**config.mk**
```make
export PLATFORM = sky130hd
export DESIGN_NAME = mem_pte_bridge
export DESIGN_NICKNAME = d
export VERILOG_FILES = /design/src/rtl/mem_pte_bridge_pkg.sv /design/src/rtl/mem_pte_bridge_lane_align.sv /design/src/rtl/mem_pte_bridge.sv
export SDC_FILE = /design/constraint.sdc
export NUM_CORES = 1
export LEC_CHECK = 0
export ABC_CLOCK_PERIOD_IN_PS = 2700
export CAP_MARGIN = 20
export CORE_MARGIN = 10
export CORE_UTILIZATION = 35
export CTS_CLUSTER_SIZE = 10
export DETAILED_ROUTE_END_ITERATION = 8
export PLACE_DENSITY = 0.72
export SLEW_MARGIN = 20
export SYNTH_ARGS = -nofsm -noshare
export SYNTH_HDL_FRONTEND = slang
export SYNTH_SLANG_ARGS = --single-unit
```
**constraint.sdc**
```tcl
create_clock -name clk -period 2.7 [get_ports clk]
set_input_delay 0.81 -clock clk [delete_from_list [all_inputs] [get_ports clk]]
set_output_delay 0.81 -clock clk [all_outputs]
set_load 0.05 [all_outputs]
```
**src/rtl/mem_pte_bridge_pkg.sv**
```systemverilog
// Shared types for the cache-side memory bridge.
//   mem_size_e     : access size carried on req_wmask (byte / half / word)
//   pte_ad_t       : {set_d, set_a} hardware A/D update request flags
//   ERR_BUS/ERR_MISALIGN : values driven on resp_errty
//   bridge_state_e : bridge transaction state
//   pte_ad_mask()  : builds the OR-mask of the requested A/D bits
package mem_pte_bridge_pkg;

    typedef enum logic [1:0] {
        SIZE_B = 2'd0,
        SIZE_H = 2'd1,
        SIZE_W = 2'd2
    } mem_size_e;

    typedef struct packed {
        logic set_d;
        logic set_a;
    } pte_ad_t;

    localparam logic [1:0] ERR_BUS      = 2'd0;
    localparam logic [1:0] ERR_MISALIGN = 2'd1;

    typedef enum logic [2:0] {
        ST_IDLE,
        ST_CHK,
        ST_CMD,
        ST_WAIT,
        ST_PTE_CMD,
        ST_PTE_WAIT,
        ST_RESP
    } bridge_state_e;

    function automatic logic [31:0] pte_ad_mask(input pte_ad_t flags,
                                                input int unsigned a_bit,
                                                input int unsigned d_bit);
        return (32'(flags.set_a) << a_bit) | (32'(flags.set_d) << d_bit);
    endfunction

endpackage

```
**src/rtl/mem_pte_bridge_lane_align.sv**
```systemverilog
// Combinational byte-lane alignment for the memory bridge.
//   offset_i   : byte offset within the word (addr[1:0])
//   size_i     : access size
//   wdata_i    : right-aligned write data      -> wdata_o : lane-positioned
//   rdata_i    : memory read word              -> rdata_o : shifted down to bit 0
//   wstrb_o    : byte strobes for the access
//   misalign_o : half not on 2-byte or word not on 4-byte boundary
module mem_lane_align
    import mem_pte_bridge_pkg::*;
(
    input  logic [1:0]  offset_i,
    input  mem_size_e   size_i,
    input  logic [31:0] wdata_i,
    input  logic [31:0] rdata_i,
    output logic [3:0]  wstrb_o,
    output logic [31:0] wdata_o,
    output logic [31:0] rdata_o,
    output logic        misalign_o
);

    logic [3:0] base_strb;

    always_comb begin
        base_strb  = 4'hF;
        misalign_o = 1'b0;
        case (size_i)
            SIZE_B: begin
                base_strb  = 4'b0001;
                misalign_o = 1'b0;
            end
            SIZE_H: begin
                base_strb  = 4'b0011;
                misalign_o = offset_i[0];
            end
            default: begin
                // The unused encoding behaves as a word access.
                base_strb  = 4'hF;
                misalign_o = |offset_i;
            end
        endcase
    end

    assign wstrb_o = base_strb << offset_i;
    assign wdata_o = wdata_i << {offset_i, 3'b000};
    assign rdata_o = rdata_i >> {offset_i, 3'b000};

endmodule

```
**src/rtl/mem_pte_bridge.sv**
```systemverilog
// Cache-request to word-memory bridge with hardware PTE A/D update.
// Accepts one request at a time (req_ready only when idle), converts
// byte/half/word accesses into strobed word transactions, and for requests
// with nonzero req_pte performs an atomic read / OR-in-A/D / write-back.
// One resp_valid pulse is returned per accepted request.
//   req_*  : upstream request (valid/ready handshake, latched on accept)
//   resp_* : one-cycle response with error flag/type and read data
//   mem_*  : word-addressed memory command (valid/ready) and read return
module mem_pte_bridge
    import mem_pte_bridge_pkg::*;
#(
    parameter int ADDR_W    = 32,
    parameter int PTE_A_BIT = 6,
    parameter int PTE_D_BIT = 7
) (
    input  logic              clk,
    input  logic              rst_n,
    input  logic              req_valid,
    output logic              req_ready,
    input  logic [ADDR_W-1:0] req_addr,
    input  logic              req_wen,
    input  logic [31:0]       req_wdata,
    input  logic [1:0]        req_wmask,
    input  logic [1:0]        req_pte,
    output logic              resp_valid,
    output logic              resp_error,
    output logic [1:0]        resp_errty,
    output logic [31:0]       resp_rdata,
    output logic              mem_valid,
    input  logic              mem_ready,
    output logic [ADDR_W-1:0] mem_addr,
    output logic              mem_wen,
    output logic [31:0]       mem_wdata,
    output logic [3:0]        mem_wstrb,
    input  logic              mem_rvalid,
    input  logic [31:0]       mem_rdata,
    input  logic              mem_rerror
);

    bridge_state_e     state_q, state_d;
    logic [ADDR_W-1:0] addr_q, addr_d;
    logic              wen_q, wen_d;
    logic [31:0]       wdata_q, wdata_d;
    mem_size_e         size_q, size_d;
    pte_ad_t           pte_q, pte_d;
    logic [31:0]       pte_word_q, pte_word_d;
    logic [31:0]       rdata_q, rdata_d;
    logic              err_q, err_d;
    logic [1:0]        errty_q, errty_d;

    logic [3:0]  lane_wstrb;
    logic [31:0] lane_wdata;
    logic [31:0] lane_rdata;
    logic        lane_misalign;
    logic        is_pte;
    logic        plain_write;
    logic [31:0] pte_new;

    mem_lane_align u_lane (
        .offset_i   (addr_q[1:0]),
        .size_i     (size_q),
        .wdata_i    (wdata_q),
        .rdata_i    (mem_rdata),
        .wstrb_o    (lane_wstrb),
        .wdata_o    (lane_wdata),
        .rdata_o    (lane_rdata),
        .misalign_o (lane_misalign)
    );

    assign is_pte      = |pte_q;
    // A PTE request always starts with a word read, whatever req_wen said.
    assign plain_write = wen_q & ~is_pte;
    assign pte_new     = mem_rdata | pte_ad_mask(pte_q, PTE_A_BIT, PTE_D_BIT);

    always_comb begin
        state_d    = state_q;
        addr_d     = addr_q;
        wen_d      = wen_q;
        wdata_d    = wdata_q;
        size_d     = size_q;
        pte_d      = pte_q;
        pte_word_d = pte_word_q;
        rdata_d    = rdata_q;
        err_d      = err_q;
        errty_d    = errty_q;
        case (state_q)
            ST_IDLE: begin
                if (req_valid) begin
                    addr_d  = req_addr;
                    wen_d   = req_wen;
                    wdata_d = req_wdata;
                    size_d  = mem_size_e'(req_wmask);
                    pte_d   = pte_ad_t'(req_pte);
                    err_d   = 1'b0;
                    errty_d = ERR_BUS;
                    state_d = ST_CHK;
                end
            end
            ST_CHK: begin
                if (lane_misalign) begin
                    err_d   = 1'b1;
                    errty_d = ERR_MISALIGN;
                    rdata_d = '0;
                    state_d = ST_RESP;
                end else begin
                    state_d = ST_CMD;
                end
            end
            ST_CMD: begin
                if (mem_ready) begin
                    state_d = ST_WAIT;
                end
            end
            ST_WAIT: begin
                if (mem_rvalid) begin
                    state_d = ST_RESP;
                    rdata_d = lane_rdata;
                    if (mem_rerror) begin
                        // A faulted PTE read never gets written back.
                        err_d   = 1'b1;
                        errty_d = ERR_BUS;
                    end else if (is_pte) begin
                        // PTE words are returned whole, never lane-shifted.
                        rdata_d = pte_new;
                        if (pte_new != mem_rdata) begin
                            pte_word_d = pte_new;
                            state_d    = ST_PTE_CMD;
                        end
                    end
                end
            end
            ST_PTE_CMD: begin
                if (mem_ready) begin
                    state_d = ST_PTE_WAIT;
                end
            end
            ST_PTE_WAIT: begin
                if (mem_rvalid) begin
                    if (mem_rerror) begin
                        err_d   = 1'b1;
                        errty_d = ERR_BUS;
                    end
                    state_d = ST_RESP;
                end
            end
            ST_RESP: begin
                state_d = ST_IDLE;
            end
            default: begin
                state_d = ST_IDLE;
            end
        endcase
    end

    always_ff @(posedge clk or negedge rst_n) begin
        if (!rst_n) begin
            state_q    <= ST_IDLE;
            addr_q     <= '0;
            wen_q      <= 1'b0;
            wdata_q    <= '0;
            size_q     <= SIZE_B;
            pte_q      <= '0;
            pte_word_q <= '0;
            rdata_q    <= '0;
            err_q      <= 1'b0;
            errty_q    <= ERR_BUS;
        end else begin
            state_q    <= state_d;
            addr_q     <= addr_d;
            wen_q      <= wen_d;
            wdata_q    <= wdata_d;
            size_q     <= size_d;
            pte_q      <= pte_d;
            pte_word_q <= pte_word_d;
            rdata_q    <= rdata_d;
            err_q      <= err_d;
            errty_q    <= errty_d;
        end
    end

    // Memory command fields are decoded from the state and latched request,
    // so they hold steady for as long as the command is stalled.
    assign req_ready  = (state_q == ST_IDLE);
    assign resp_valid = (state_q == ST_RESP);
    assign resp_error = err_q;
    assign resp_errty = errty_q;
    assign resp_rdata = rdata_q;
    assign mem_valid  = (state_q == ST_CMD) || (state_q == ST_PTE_CMD);
    assign mem_addr   = {addr_q[ADDR_W-1:2], 2'b00};
    assign mem_wen    = ((state_q == ST_CMD) && plain_write) || (state_q == ST_PTE_CMD);
    assign mem_wstrb  = (state_q == ST_PTE_CMD)                  ? 4'hF :
                        ((state_q == ST_CMD) && plain_write)     ? lane_wstrb : 4'h0;
    assign mem_wdata  = (state_q == ST_PTE_CMD) ? pte_word_q : lane_wdata;

endmodule

```
Word level (Yosys, flattened, before mapping)
Cells that the tools add are included.
Widths: inputs -> output; s select.

storage, ports and cells
  flip-flop bits (word level) = 139
  word-level logic and storage cells = 80
  input bits = 107
  output and inout bits = 107

operators by class
  shifts and indexed selects = 3
  eq/ne operators = 16
  bitwise logic cells = 5
  muxes and demuxes = 30
  reduce and logical (&&, ||, !) cells = 15

operator list
  cell                count
  $mux 32             5
  $pmux 32 s2         1
  $ne 32x32->1        1
  $or 32x8->32        1
  $shl 32x5->32       1
  $shr 32x5->32       1
  $mux 3              6
  $pmux 3 s6          1
  $reduce_and 5->1    3
  $mux 2              7
  $ne 2x2->1 const B  6
  $eq 3x3->1 const B  3
  $mux 4              2
  $or 7x8->8          1
  $pmux 4 s2          1
  $eq 3x2->1 const B  2
  $pmux 2 s3          1
  $reduce_or 2->1     3
  $mux 1              4
  $ne 2x1->1 const B  2
  $shl 4x2->4         1
  $eq 3x1->1 const B  1
  $logic_not 3->1     1
  $pmux 1 s3          1
  11 further kinds    13

Longest topological paths before layout
Gate-level depths: netlist of run 1.

  depth after elaboration = 8
  depth in mapped cells = 7
  depth with buffers taken out = 4

Modules after synthesis
From an unflattened synthesis of run 1, not the netlist that was laid out.

second synthesis, totals
  cells, all modules = 618
  area, all modules = 7379.6 µm²

modules (own cells, without submodules)
  module          times used  area each (µm²)  cells an instance
  mem_pte_bridge  1           6247.2           479
  mem_lane_align  1           1132.3           139

Worst setup path after synthesis of run 1
No wires, ideal clock.

  kind = register to output
  from = reg addr_q[1]
  to = out mem_wdata[10]
  setup slack = -421 ps
  path buffers = 4
  cell stages (with the launch flop) = 6
  arrival = 2311 ps
  required time = 1890 ps
  cells stage by stage = dfrtp_1 -> buf_2 -> buf_2 -> buf_2 -> clkbuf_1 -> o31ai_1

between the ends
  word-level cells in the longest chain between the ends = 2

RTL lines
  item                    RTL line                         text
  start, declared         mem_pte_bridge.sv:41             logic [ADDR_W-1:0] addr_q, addr_d;
  start signal, assigned  mem_pte_bridge.sv:169            addr_q <= addr_d;
  $shl 32x5->32           mem_pte_bridge_lane_align.sv:44  assign wdata_o = wdata_i << {offset_i, 3'b000};
  $mux 32                 mem_pte_bridge.sv:193            assign mem_wdata = (state_q == ST_PTE_CMD) ? pte_word_q : lane_wdata;
  end, declared           mem_pte_bridge.sv:33             output logic [31:0] mem_wdata,

Every way passes these cells.

Worst setup path after layout of run 1
  from = reg state_q[0]
  to = out mem_wstrb[1]

between the ends
  word-level cells in the longest chain between the ends = 4
  elaborated cells between the ends (all ways) = 5

RTL lines
  item                    RTL line               text
  start, declared         mem_pte_bridge.sv:40   bridge_state_e state_q, state_d;
  start signal, assigned  mem_pte_bridge.sv:168  state_q <= state_d;
  $eq 3x2->1              mem_pte_bridge.sv:192  ((state_q == ST_CMD) && plain_write) ? lane_wstrb : 4'h0;
  $logic_and 1x1->1       mem_pte_bridge.sv:192
  $mux 4                  mem_pte_bridge.sv:192
  $mux 4 *                mem_pte_bridge.sv:191  assign mem_wstrb = (state_q == ST_PTE_CMD) ? 4'hF :
  end, declared           mem_pte_bridge.sv:34   output logic [3:0] mem_wstrb,

Every way passes the cells marked *; elsewhere a longest branch is shown, timed or not.

==> results of run 1 <==
cell families (layout without fill, tap and decap cells):
| logic type | Yosys count | after routing | share of synthesized area (%) |
|---|---|---|---|
| compound gates | 129 | 129 | 13.4 |
| xor+xnor | 1 | 1 | 0.125 |
| buf+inv | 86 | 295 | 7.20 |
| flops | 138 | 138 | 49.3 |
| mux | 132 | 132 | 21.2 |
| other cells | 1 | 4 | 0.0535 |
| simple gates | 131 | 131 | 8.72 |
state kept, by name, summed over array words and instances (netlist names):
register	count
pte_word_q	32
wdata_q	32
state_q	3
pte_q	2
wen_q	1
resp_errty	1
resp_error	1
size_q	2
addr_q	32
resp_rdata	32
metal layers:
layer,GRT usage [%],up-vias
met2,25.9,199
li1,-,2611
met3,6.05,26
met4,5.58,0
met1,21.7,2801
met5,0,-
cells in the mapped netlist (7+ instances only):
cell type  count
a21oi_1       32
o21ai_0        7
o2bb2ai_1      8
a21o_1         7
a211oi_1       8
nor2b_1       13
mux2_2       110
buf_2         25
clkbuf_1      15
nor2_1        36
mux2i_1       17
buf_4         34
o31ai_1       10
inv_1          9
a22o_1         9
nand3_1       17
dfrtp_1      138
nand2_1       49
report_power, final:
group | internal (mW) | switching (mW) | total (mW)
combinational | 4.70 | 5.98 | 10.7
clock | 1.50 | 0.961 | 2.46
sequential | 3.10 | 0.843 | 3.95
critical path: stages (launching register included):
cell,delay [ns]
dfrtp_2,0.48
nor4b_4,0.27
nand3_1,0.12
buf_6,0.15
o31ai_4,0.25
buf_12,0.17
metrics by stage:
step / setup WS (ns) / power (mW)
4_1_cts: 0.000792 / 16.7
3_5_place_dp: 0.0845 / 14.2
2_1_floorplan: -0.322 / 10.3
3_3_place_gp: 0.143 / 14.0
5_1_grt: -0.0771 / 17.9
6_report: 0.0155 / 17.1
worst paths after layout:
path / end / slack [ns] / cells past startpoint
hold reg to reg: resp_rdata[18] / 0.47 / 1
min in group clk: resp_rdata[18] / 0.47 / 1
setup reg to reg: resp_rdata[4] / 0.69 / 6
hold / removal: addr_q[29] / 0.33 / 1
setup / recovery: mem_wstrb[1] / 0.02 / 5
max in group asynchronous: pte_q[1] / 1.70 / 2
layout make-up:
class | instances | share of cell area (%)
Tap cell | 265 | 3.08
Inverter | 9 | 0.314
Multi-Input combinational cell | 396 | 31.2
Antenna cell | 1 | 0.0232
Clock buffer | 21 | 4.18
Clock inverter | 11 | 1.50
Timing Repair Buffer | 254 | 27.6
Sequential cell | 138 | 32.1
what timing repair did:
action | 4_1_cts | 5_1_grt
pin swaps | 1 | 4
buffers inserted | 2 | 4
gates resized for setup | 8 | 33
hold buffers | 0 | 0
setup endpoints to repair | 21 | 24
cloned | 0 | 4
==> impl_metrics.env, run 1 <==
export IMPL_status="completed"
export IMPL_rows=51
export IMPL_mostFrequentLayoutCell="clkdlybuf4s50_1"
export IMPL_synthDistinctLibCells=49
export IMPL_tns_ns=0
export IMPL_antenna_found_initial=1
export IMPL_dpl_cell_count=1052
export IMPL_met1_length_um=9820
export IMPL_p_leak_nw=4.57
export IMPL_cap_violations=0
export IMPL_critical_path_max_fanout=5
export IMPL_ant_nets=0
export IMPL_numPortBuffers=210
export IMPL_hold_viol=0
export IMPL_boundaryPins=214
export IMPL_hold_path_class="input pin to asynchronous set/reset pin"
export IMPL_period_minus_slack_ns=2.68
export IMPL_wl_per_cell_um=21.1
export IMPL_fin_worst_skew_ns=0.0121
export IMPL_rsz0062_at_grt="true"
export IMPL_hold_slack_ns=0.334
export IMPL_vias=5637
export IMPL_drive_above_1_share_pct=33.5
export IMPL_cts_root_buf="clkbuf_16"
export IMPL_filler_cell_count=1691
export IMPL_hpwl_um=17000
export IMPL_fin_cells=1095
export IMPL_initial_core_util_pct=35.8
export IMPL_cp_arrival_ns=1.87
export IMPL_synth_cell_area_mm2=0.00701
export IMPL_synth_edf_count=0
export IMPL_overflow=0
export IMPL_fp_dieH_um=161
export IMPL_yosysTopAreaCell="dfrtp_1"
export IMPL_highest_layer="met4"
export IMPL_dr_pass1_iters=5
export IMPL_synth_area_top_cells="dfrtp_1 49%, mux2_2 18%, buf_4 3.6%, nand2_1 2.6%, mux2i_1 2.4%"
export IMPL_die_area_mm2=0.0261
export IMPL_clock_sinks=138
export IMPL_finalCritPeriodShare_pct=99.4
export IMPL_drt_initial_drc_count=401
export IMPL_cts_buffers=17
export IMPL_die_w_um=161
export IMPL_routed_wl_um=23100
export IMPL_peakVddDrop_uv=852
export IMPL_syn_to_final_growth_pct=53.7
export IMPL_drv_slew=0
export IMPL_postSynthAreaPerCell_um2=11.3
export IMPL_synthArstFlopShare_pct=100
export IMPL_worstMarginPinSlew_ns=0.545
export IMPL_nNetsFinal=923
export IMPL_end_kind="output port"
export IMPL_place_congestion=0.863
export IMPL_core_mm2=0.0196
export IMPL_fmax_ghz=0.373
export IMPL_area_sequential_mm2=0.00346
export IMPL_ys_ff_latch=138
export IMPL_post_route_drc_count=0
export IMPL_path_clk_slew_ns=0.06
export IMPL_setup_worst_path_class="flip-flop to output port"
export IMPL_grt_pass1_wl_um=34600
export IMPL_critPathLaunch="state_q[0]"
export IMPL_route_met2_wl_um=11100
export IMPL_final_core_util_pct=55.0
export IMPL_cp_data_required_time_ns=1.89
export IMPL_clk_latency_ns=0.43
export IMPL_clock_tree_buffer_depth=2
export IMPL_synth_top_area_share_pct=49.3
export IMPL_dpl_cell_area_mm2=0.00986
export IMPL_powerDensity_mw_per_mm2=1590
export IMPL_r2r_start="addr_q[1]"
export IMPL_htree_levels=4
export IMPL_grt_pass1_vias=5800
export IMPL_yosysSeqAreaShare_pct=49.3
export IMPL_cts_tree="yes"
export IMPL_multi_input_area_mm2=0.00336
export IMPL_met3_length_um=1740
export IMPL_critPathLaunchType="flip-flop"
export IMPL_final_cell_mix="169 x clkdlybuf4s50_1, 133 x dfrtp_1, 103 x mux2_2"
export IMPL_setup_viol_count_final=0
export IMPL_relSlewSlack_pct=63.7
export IMPL_ys_warn_count=0
export IMPL_grtUsageTotal_pct=16.9
export IMPL_synthCells=618
export IMPL_grt_max_degree=56
export IMPL_ys_flop_type="dfrtp_1"
export IMPL_design_area_mm2=0.0108
export IMPL_via_per_inst=5.15
Note: power is estimated with default switching activity, not from simulation.
==> run 2: changes to the inputs <==
==> constraint.sdc (replaced) <==
create_clock -name clk -period 2.7 [get_ports clk]
set_input_delay 0.54 -clock clk [delete_from_list [all_inputs] [get_ports clk]]
set_output_delay 0.54 -clock clk [all_outputs]
set_load 0.05 [all_outputs]
==> impl_metrics.env, run 2 (synthesis gave the netlist of run 1 again) <==
export IMPL_peakVddDrop_uv=728
export IMPL_grt_pass1_wl_um=34200
export IMPL_insertedDiodeCount=0
export IMPL_setup_ws_ns=0.142
export IMPL_routed_wl_um=22000
export IMPL_setup_worst_path_class="flip-flop to output port"
export IMPL_ant_nets=0
export IMPL_grt_pass1_vias=5556
export IMPL_fin_cells=1078
export IMPL_r2r_start="addr_q[1]"
export IMPL_final_cell_mix="169 x clkdlybuf4s50_1, 135 x dfrtp_1, 110 x mux2_2"
export IMPL_relSlewSlack_pct=53.5
export IMPL_cp_data_required_time_ns=2.16
export IMPL_htree_levels=4
export IMPL_antenna_found_initial=0
export IMPL_cts_tree="yes"
export IMPL_r2r_cells=6
export IMPL_dpl_cell_count=1045
export IMPL_timing_reg2reg_setup_slack_ns=0.58
export IMPL_rows=51
export IMPL_mostFrequentLayoutCell="clkdlybuf4s50_1"
export IMPL_critical_path_max_fanout=20
export IMPL_hold_viol=0
export IMPL_fp_dieH_um=161
export IMPL_critPathLaunch="addr_q[1]"
export IMPL_hpwl_um=16800
export IMPL_cts_buffers=17
export IMPL_drive_above_1_share_pct=28.0
export IMPL_place_congestion=0.807
export IMPL_status="completed"
export IMPL_path_clk_slew_ns=0.06
export IMPL_rsz0062_at_grt="false"
export IMPL_syn_to_final_growth_pct=46.6
export IMPL_p_leak_nw=4.36
export IMPL_grt_max_degree=72
export IMPL_fmax_ghz=0.391
export IMPL_final_core_util_pct=52.4
export IMPL_hold_path_class="input pin to asynchronous set/reset pin"
export IMPL_overflow=0
export IMPL_post_route_drc_count=0
export IMPL_drv_slew=0
export IMPL_core_mm2=0.0196
export IMPL_boundaryPins=214
export IMPL_setup_viol_count_final=0
export IMPL_drt_initial_drc_count=415
export IMPL_vias=5493
export IMPL_clock_tree_buffer_depth=2
export IMPL_place_ws_ns=0.355
export IMPL_worstMarginPinSlew_ns=0.697
export IMPL_nNetsFinal=907
export IMPL_wl_per_cell_um=20.4
export IMPL_cts_root_buf="clkbuf_16"
export IMPL_critPathLaunchType="flip-flop"
export IMPL_end_kind="output port"
export IMPL_hold_slack_ns=0.139
export IMPL_die_w_um=161
export IMPL_via_per_inst=5.10
export IMPL_fin_worst_skew_ns=0.00679
export IMPL_numPortBuffers=210
export IMPL_die_area_mm2=0.0261
export IMPL_dr_pass1_iters=7
export IMPL_clock_sinks=138
export IMPL_period_minus_slack_ns=2.56
export IMPL_grtUsageTotal_pct=16.7
export IMPL_finalCritPeriodShare_pct=94.7
export IMPL_clk_latency_ns=0.42
export IMPL_cap_violations=0
export IMPL_cp_arrival_ns=2.02
export IMPL_r2r_end="resp_rdata[0]"
export IMPL_powerDensity_mw_per_mm2=1580
export IMPL_initial_core_util_pct=35.8
-- run 2: cell count changes in the layout (fill, tap and decap cells not counted), moves of 8 or more --
cell / change
a21oi_1: +10
a21oi_2: -10
o31ai_1: +8
o31ai_4: -9
-- run 2: routing by layer --
metal / wire (um) / track usage [%] / vias to the layer above
li1: - / - / 2577
met1: 9230 / 21.1 / 2688
met2: 10500 / 25.9 / 207
met3: 1900 / 6.43 / 21
met4: 338 / 4.84 / 0
met5: 0 / 0 / -
-- run 2: area by class of cell --
type,instances,area [um^2]
inverters,9,33.8
multi-input cells,396,3080
well taps,265,332
repair buffers,238,2740
clock buffers,18,439
flip-flops and latches,138,3460
clock inverters,14,184
fillers,1702,9320
-- run 2: what timing repair did --
action,CTS,global route
resized for setup,1,5
gates cloned,0,0
pin swaps,0,0
setup buffers,0,1
setup endpoints to repair,1,9
hold buffers,0,0
-- run 2: per-stage QoR --
step | power [mW] | TNS [ns] | cell area, um^2
after detailed placement | 13.8 | 0 | 9610
after global placement | 13.6 | 0 | 9610
final | 16.2 | 0 | 10300
after global routing | 17.0 | 0 | 10300
after floorplan | 10.1 | -1.50 | 7010
after CTS | 16.3 | 0 | 10200
-- run 2: where the power goes --
group | leakage (nW) | internal, mW | switching (mW)
Sequential | 1.70 | 3.10 | 0.859
Combinational | 2.35 | 4.19 | 5.58
Clock | 0.304 | 1.50 | 0.970
-- run 2: critical path, cell delays in order, from the launching register on --
cell and delay (ns):
dfrtp_4 0.61, buf_12 0.20, nor2b_1 0.05, a211oi_1 0.20, a21oi_1 0.06, mux2_2 0.31, buf_12 0.16
-- run 2: worst max-delay path by stage --
stage / to / slack [ns]
2_1_floorplan: mem_wdata[10] / -0.15
3_3_place_gp: resp_rdata[14] / 0.35
3_5_place_dp: resp_rdata[14] / 0.36
4_1_cts: mem_wdata[22] / 0.04
5_1_grt: mem_wdata[25] / 0.005
6_report: mem_wdata[31] / 0.14
==> run 3: changes to the inputs <==
--- a/config.mk
+++ b/config.mk
@@ -5,7 +5,7 @@
 export SDC_FILE = /design/constraint.sdc
 export NUM_CORES = 1
 export LEC_CHECK = 0
-export ABC_CLOCK_PERIOD_IN_PS = 2700
+export ABC_CLOCK_PERIOD_IN_PS = 2800
 export CAP_MARGIN = 20
 export CORE_MARGIN = 10
 export CORE_UTILIZATION = 35
==> constraint.sdc (replaced) <==
create_clock -name clk -period 2.8 [get_ports clk]
set_input_delay 0.56 -clock clk [delete_from_list [all_inputs] [get_ports clk]]
set_output_delay 0.56 -clock clk [all_outputs]
set_load 0.05 [all_outputs]
==> impl_metrics.env, run 3 (synthesis gave the netlist of run 1 again) <==
export IMPL_status="completed"
export IMPL_htree_levels=4
export IMPL_overflow=0
export IMPL_peakVddDrop_uv=995
export IMPL_finalCritPeriodShare_pct=96.2
export IMPL_ant_nets=0
export IMPL_mostFrequentLayoutCell="clkdlybuf4s50_1"
export IMPL_grtUsageTotal_pct=16.5
export IMPL_fin_worst_skew_ns=0.0105
export IMPL_grt_pass1_wl_um=33700
export IMPL_dr_pass1_iters=7
export IMPL_post_route_drc_count=0
export IMPL_fin_cells=1074
export IMPL_period_minus_slack_ns=2.69
export IMPL_cts_tree="yes"
export IMPL_relSlewSlack_pct=62.5
export IMPL_drive_above_1_share_pct=27.4
export IMPL_nNetsFinal=902
export IMPL_vias=5441
export IMPL_cap_violations=0
export IMPL_cp_data_required_time_ns=2.24
export IMPL_setup_viol_count_final=0
export IMPL_tns_ns=0
export IMPL_powerDensity_mw_per_mm2=1520
export IMPL_die_w_um=161
export IMPL_hpwl_um=16600
export IMPL_cts_root_buf="clkbuf_16"
export IMPL_antenna_found_initial=1
export IMPL_cts_buffers=17
export IMPL_setup_worst_path_class="flip-flop to output port"
export IMPL_critical_path_max_fanout=15
export IMPL_numPortBuffers=210
export IMPL_hold_path_class="input pin to asynchronous set/reset pin"
export IMPL_routed_wl_um=21700
export IMPL_syn_to_final_growth_pct=46.1
export IMPL_hold_viol=0
export IMPL_wl_per_cell_um=20.2
export IMPL_drt_initial_drc_count=368
export IMPL_cts_hold_buffers=0
export IMPL_dpl_cell_count=1041
export IMPL_hold_slack_ns=0.0822
export IMPL_clk_latency_ns=0.42
export IMPL_cp_arrival_ns=2.13
export IMPL_end_kind="output port"
export IMPL_initial_core_util_pct=35.8
export IMPL_grt_max_degree=52
export IMPL_rows=51
export IMPL_clock_sinks=138
export IMPL_grt_pass1_vias=5564
export IMPL_via_per_inst=5.07
export IMPL_final_cell_mix="171 x clkdlybuf4s50_1, 134 x dfrtp_1, 110 x mux2_2"
export IMPL_boundaryPins=214
export IMPL_p_leak_nw=4.36
export IMPL_rsz0062_at_grt="false"
export IMPL_path_clk_slew_ns=0.06
export IMPL_place_congestion=0.808
export IMPL_critPathLaunchType="flip-flop"
export IMPL_core_mm2=0.0196
export IMPL_die_area_mm2=0.0261
export IMPL_drv_slew=0
export IMPL_clock_tree_buffer_depth=2
export IMPL_fp_dieH_um=161
export IMPL_fmax_ghz=0.371
export IMPL_worstMarginPinSlew_ns=0.561
export IMPL_timing_reg2reg_setup_slack_ns=0.83
run 3: cell count changes in the layout (fill, tap and decap cells not counted), sizes merged:
cell / change
buf: -8
clkdlybuf4s50: +2
clkinv: +1
clkinvlp: -1
diode: +1
dlymetal6s2s: +1
run 3: final timing paths:
kind                                  end           start  cells past startpoint
setup reg to reg           resp_rdata[11]       addr_q[0]                      5
max in group asynchronous      state_q[0]           rst_n                      2
hold reg to reg            resp_rdata[23]  resp_rdata[23]                      1
min in group clk           resp_rdata[23]  resp_rdata[23]                      1
hold / removal                 addr_q[26]           rst_n                      1
setup / recovery                req_ready      state_q[1]                      2
run 3: area by class of cell:
cell class | instances | area [um^2]
fillers | 1757 | 9350
flip-flops and latches | 138 | 3460
multi-input cells | 396 | 3080
repair buffers | 233 | 2710
clock buffers | 18 | 439
well taps | 265 | 332
clock inverters | 14 | 184
inverters | 9 | 33.8
diodes | 1 | 2.50
run 3: layer usage:
metal	track usage, %	vias to the layer above	wire (um)	part of all wire (%)
met5	0	-	0	0
met4	5.42	0	325	1.5
met3	5.01	20	1590	7.3
met2	25.7	183	10400	48
met1	21.3	2665	9440	43
li1	-	2573	-	-
run 3: power breakdown:
part | switching [mW] | internal (mW)
combinational | 5.34 | 4.02
sequential | 0.818 | 2.99
clock | 0.934 | 1.45
run 3: repair_timing:
item                       CTS  global route
setup endpoints to repair    1            19
pin swaps                    0             0
setup buffers                0             0
resized for setup            3             3
run 3: metrics by stage:
stage | setup WS, ns | power, mW | area [um^2] | utilization (%)
2_1_floorplan | -0.0712 | 9.69 | 7010 | -
3_3_place_gp | 0.382 | 13.1 | 9600 | 49.0
3_5_place_dp | 0.329 | 13.2 | 9600 | 49.0
4_1_cts | 0.0153 | 15.7 | 10200 | 52.2
5_1_grt | 0.0183 | 16.3 | 10200 | 52.3
6_report | 0.107 | 15.5 | 10200 | 52.3
run 3: worst max-delay path, cell delays in order, from the launching register on:
cell	delay [ns]
dfrtp_2	0.51
nor3_1	0.31
clkdlybuf4s50_1	0.89
==> patch (config.mk and constraints of run 1) <==
Set the parameter `ADDR_W` to 24 (it was 32).
--- a/src/rtl/mem_pte_bridge.sv
+++ b/src/rtl/mem_pte_bridge.sv
@@ -9,7 +9,7 @@
 module mem_pte_bridge
     import mem_pte_bridge_pkg::*;
 #(
-    parameter int ADDR_W    = 32,
+    parameter int ADDR_W    = 24,
     parameter int PTE_A_BIT = 6,
     parameter int PTE_D_BIT = 7
 ) (
Ports: changed (resized mem_addr and req_addr); port bits go from 214 to 198. No check against the original RTL was run, so the function may have changed too.
==> patch against run 1 <==
The flow now finishes with violations (setup timing); synthesized area shrank 5.0%; sequential power shrank 3%; routed wire length shrank 1.8%; setup slack lost 0.054 ns; sequential cell count shrank 8; final area shrank 1.4%; sequential share of layout area shrank 1.4 points; total power shrank 1.5%; hold slack lost 0.035 ns; critical path type unchanged; critical endpoint is now mem_wdata[25]; largest cell class is now multi-input gates.
==> patch: results <==
{
  "outcome": "finished with violations",
  "synth_mux_area_share_pct": 21.0,
  "violations": "setup timing",
  "grt_pass1_wl_mm": 33.6,
  "grtUsageTotal_pct": 17.4,
  "antenna_found_initial": 0,
  "layout.nets": 892,
  "critPathMaxStageDelay_ns": 0.52,
  "setup_violations": 9,
  "setup_tns_ns": -0.188,
  "synthTopCellsByArea": "dfrtp_1 (49%), mux2_2 (17%), buf_4 (2.9%)",
  "diodes": 0,
  "numPortBuffers": 194,
  "dp.cells": 989,
  "synth_compound_area_share_pct": 14.1,
  "avgSynthCellArea_sq_um": 11.2,
  "grt_pass1_vias": 5636,
  "wl_per_cell_um": 21.8,
  "r2r_setup_slack_ns": 0.61,
  "synthXorXnorAreaFrac_pct": 0.132,
  "cp_data_arrival_time_ns": 1.93,
  "hold_ws_ns": 0.299,
  "dp_hpwl_mm": 16.0,
  "post_dp_cell_area_sq_um": 9360,
  "critPathMaxFanout": 8,
  "placement.setup.worst_slack_ns": 0.131,
  "peakVddDrop_v": 0.000911,
  "drt-initial-drc-count": 323,
  "grt_start_max_net_pins": 46,
  "synth_seq_area_share_pct": 48.9,
  "fin_ws_ns": -0.0385,
  "skew_ns": 0.00703,
  "r2r-end": "resp_rdata[5]"
}
## patch: worst max-delay path by stage
stage | depth (start not counted) | from | to | slack (ns)
2_1_floorplan | 4 | state_q[0] | mem_wstrb[2] | -0.32
3_3_place_gp | 5 | mem_rerror | resp_rdata[15] | 0.13
3_5_place_dp | 5 | mem_rerror | resp_rdata[12] | 0.13
4_1_cts | 5 | addr_q[1] | mem_wdata[24] | -0.02
5_1_grt | 5 | addr_q[1] | mem_wdata[28] | -0.09
6_report | 5 | addr_q[1] | mem_wdata[25] | -0.04
## patch: cells by family after synthesis
logic type,Yosys count
mux,124
other cells,1
simple gates,131
xor+xnor,1
buf+inv,77
flops,130
compound gates,129
## patch: repair_timing
action / 4_1_cts / 5_1_grt
gates resized for setup: 11 / 81
pin swaps: 4 / 27
cloned: 1 / 6
setup endpoints to repair: 32 / 35
buffers inserted: 4 / 8
## patch: power breakdown
part	internal [W]	total (W)	switching (W)	leakage, nW
Combinational	0.00478	0.0106	0.00581	2.66
Clock	0.00150	0.00240	0.000900	0.290
Sequential	0.00292	0.00384	0.000919	1.61
## patch: final cells by class
class	instances	area (sq um)
clock buffer	20	457
timing repair buffer	247	2920
inverter	9	33.8
clock inverter	11	153
fill	1488	8090
tap	234	293
sequential	130	3260
multi-input combinational	388	3500
## patch: worst max-delay path, delay by kind of cell (launching register included)
kind	cells	cell delay, ns
multiplexers	2	0.51
buffers and inverters	2	0.38
flip-flops	1	0.52
AO/OA/AOI/OAI	1	0.09
## patch: metal layers
metal	wire length (um)	track usage [%]	vias up
met5	0	0	-
met3	1710	5.32	32
met4	461	5.79	0
met1	9610	22.5	2744
met2	10900	27.0	213
li1	-	-	2553
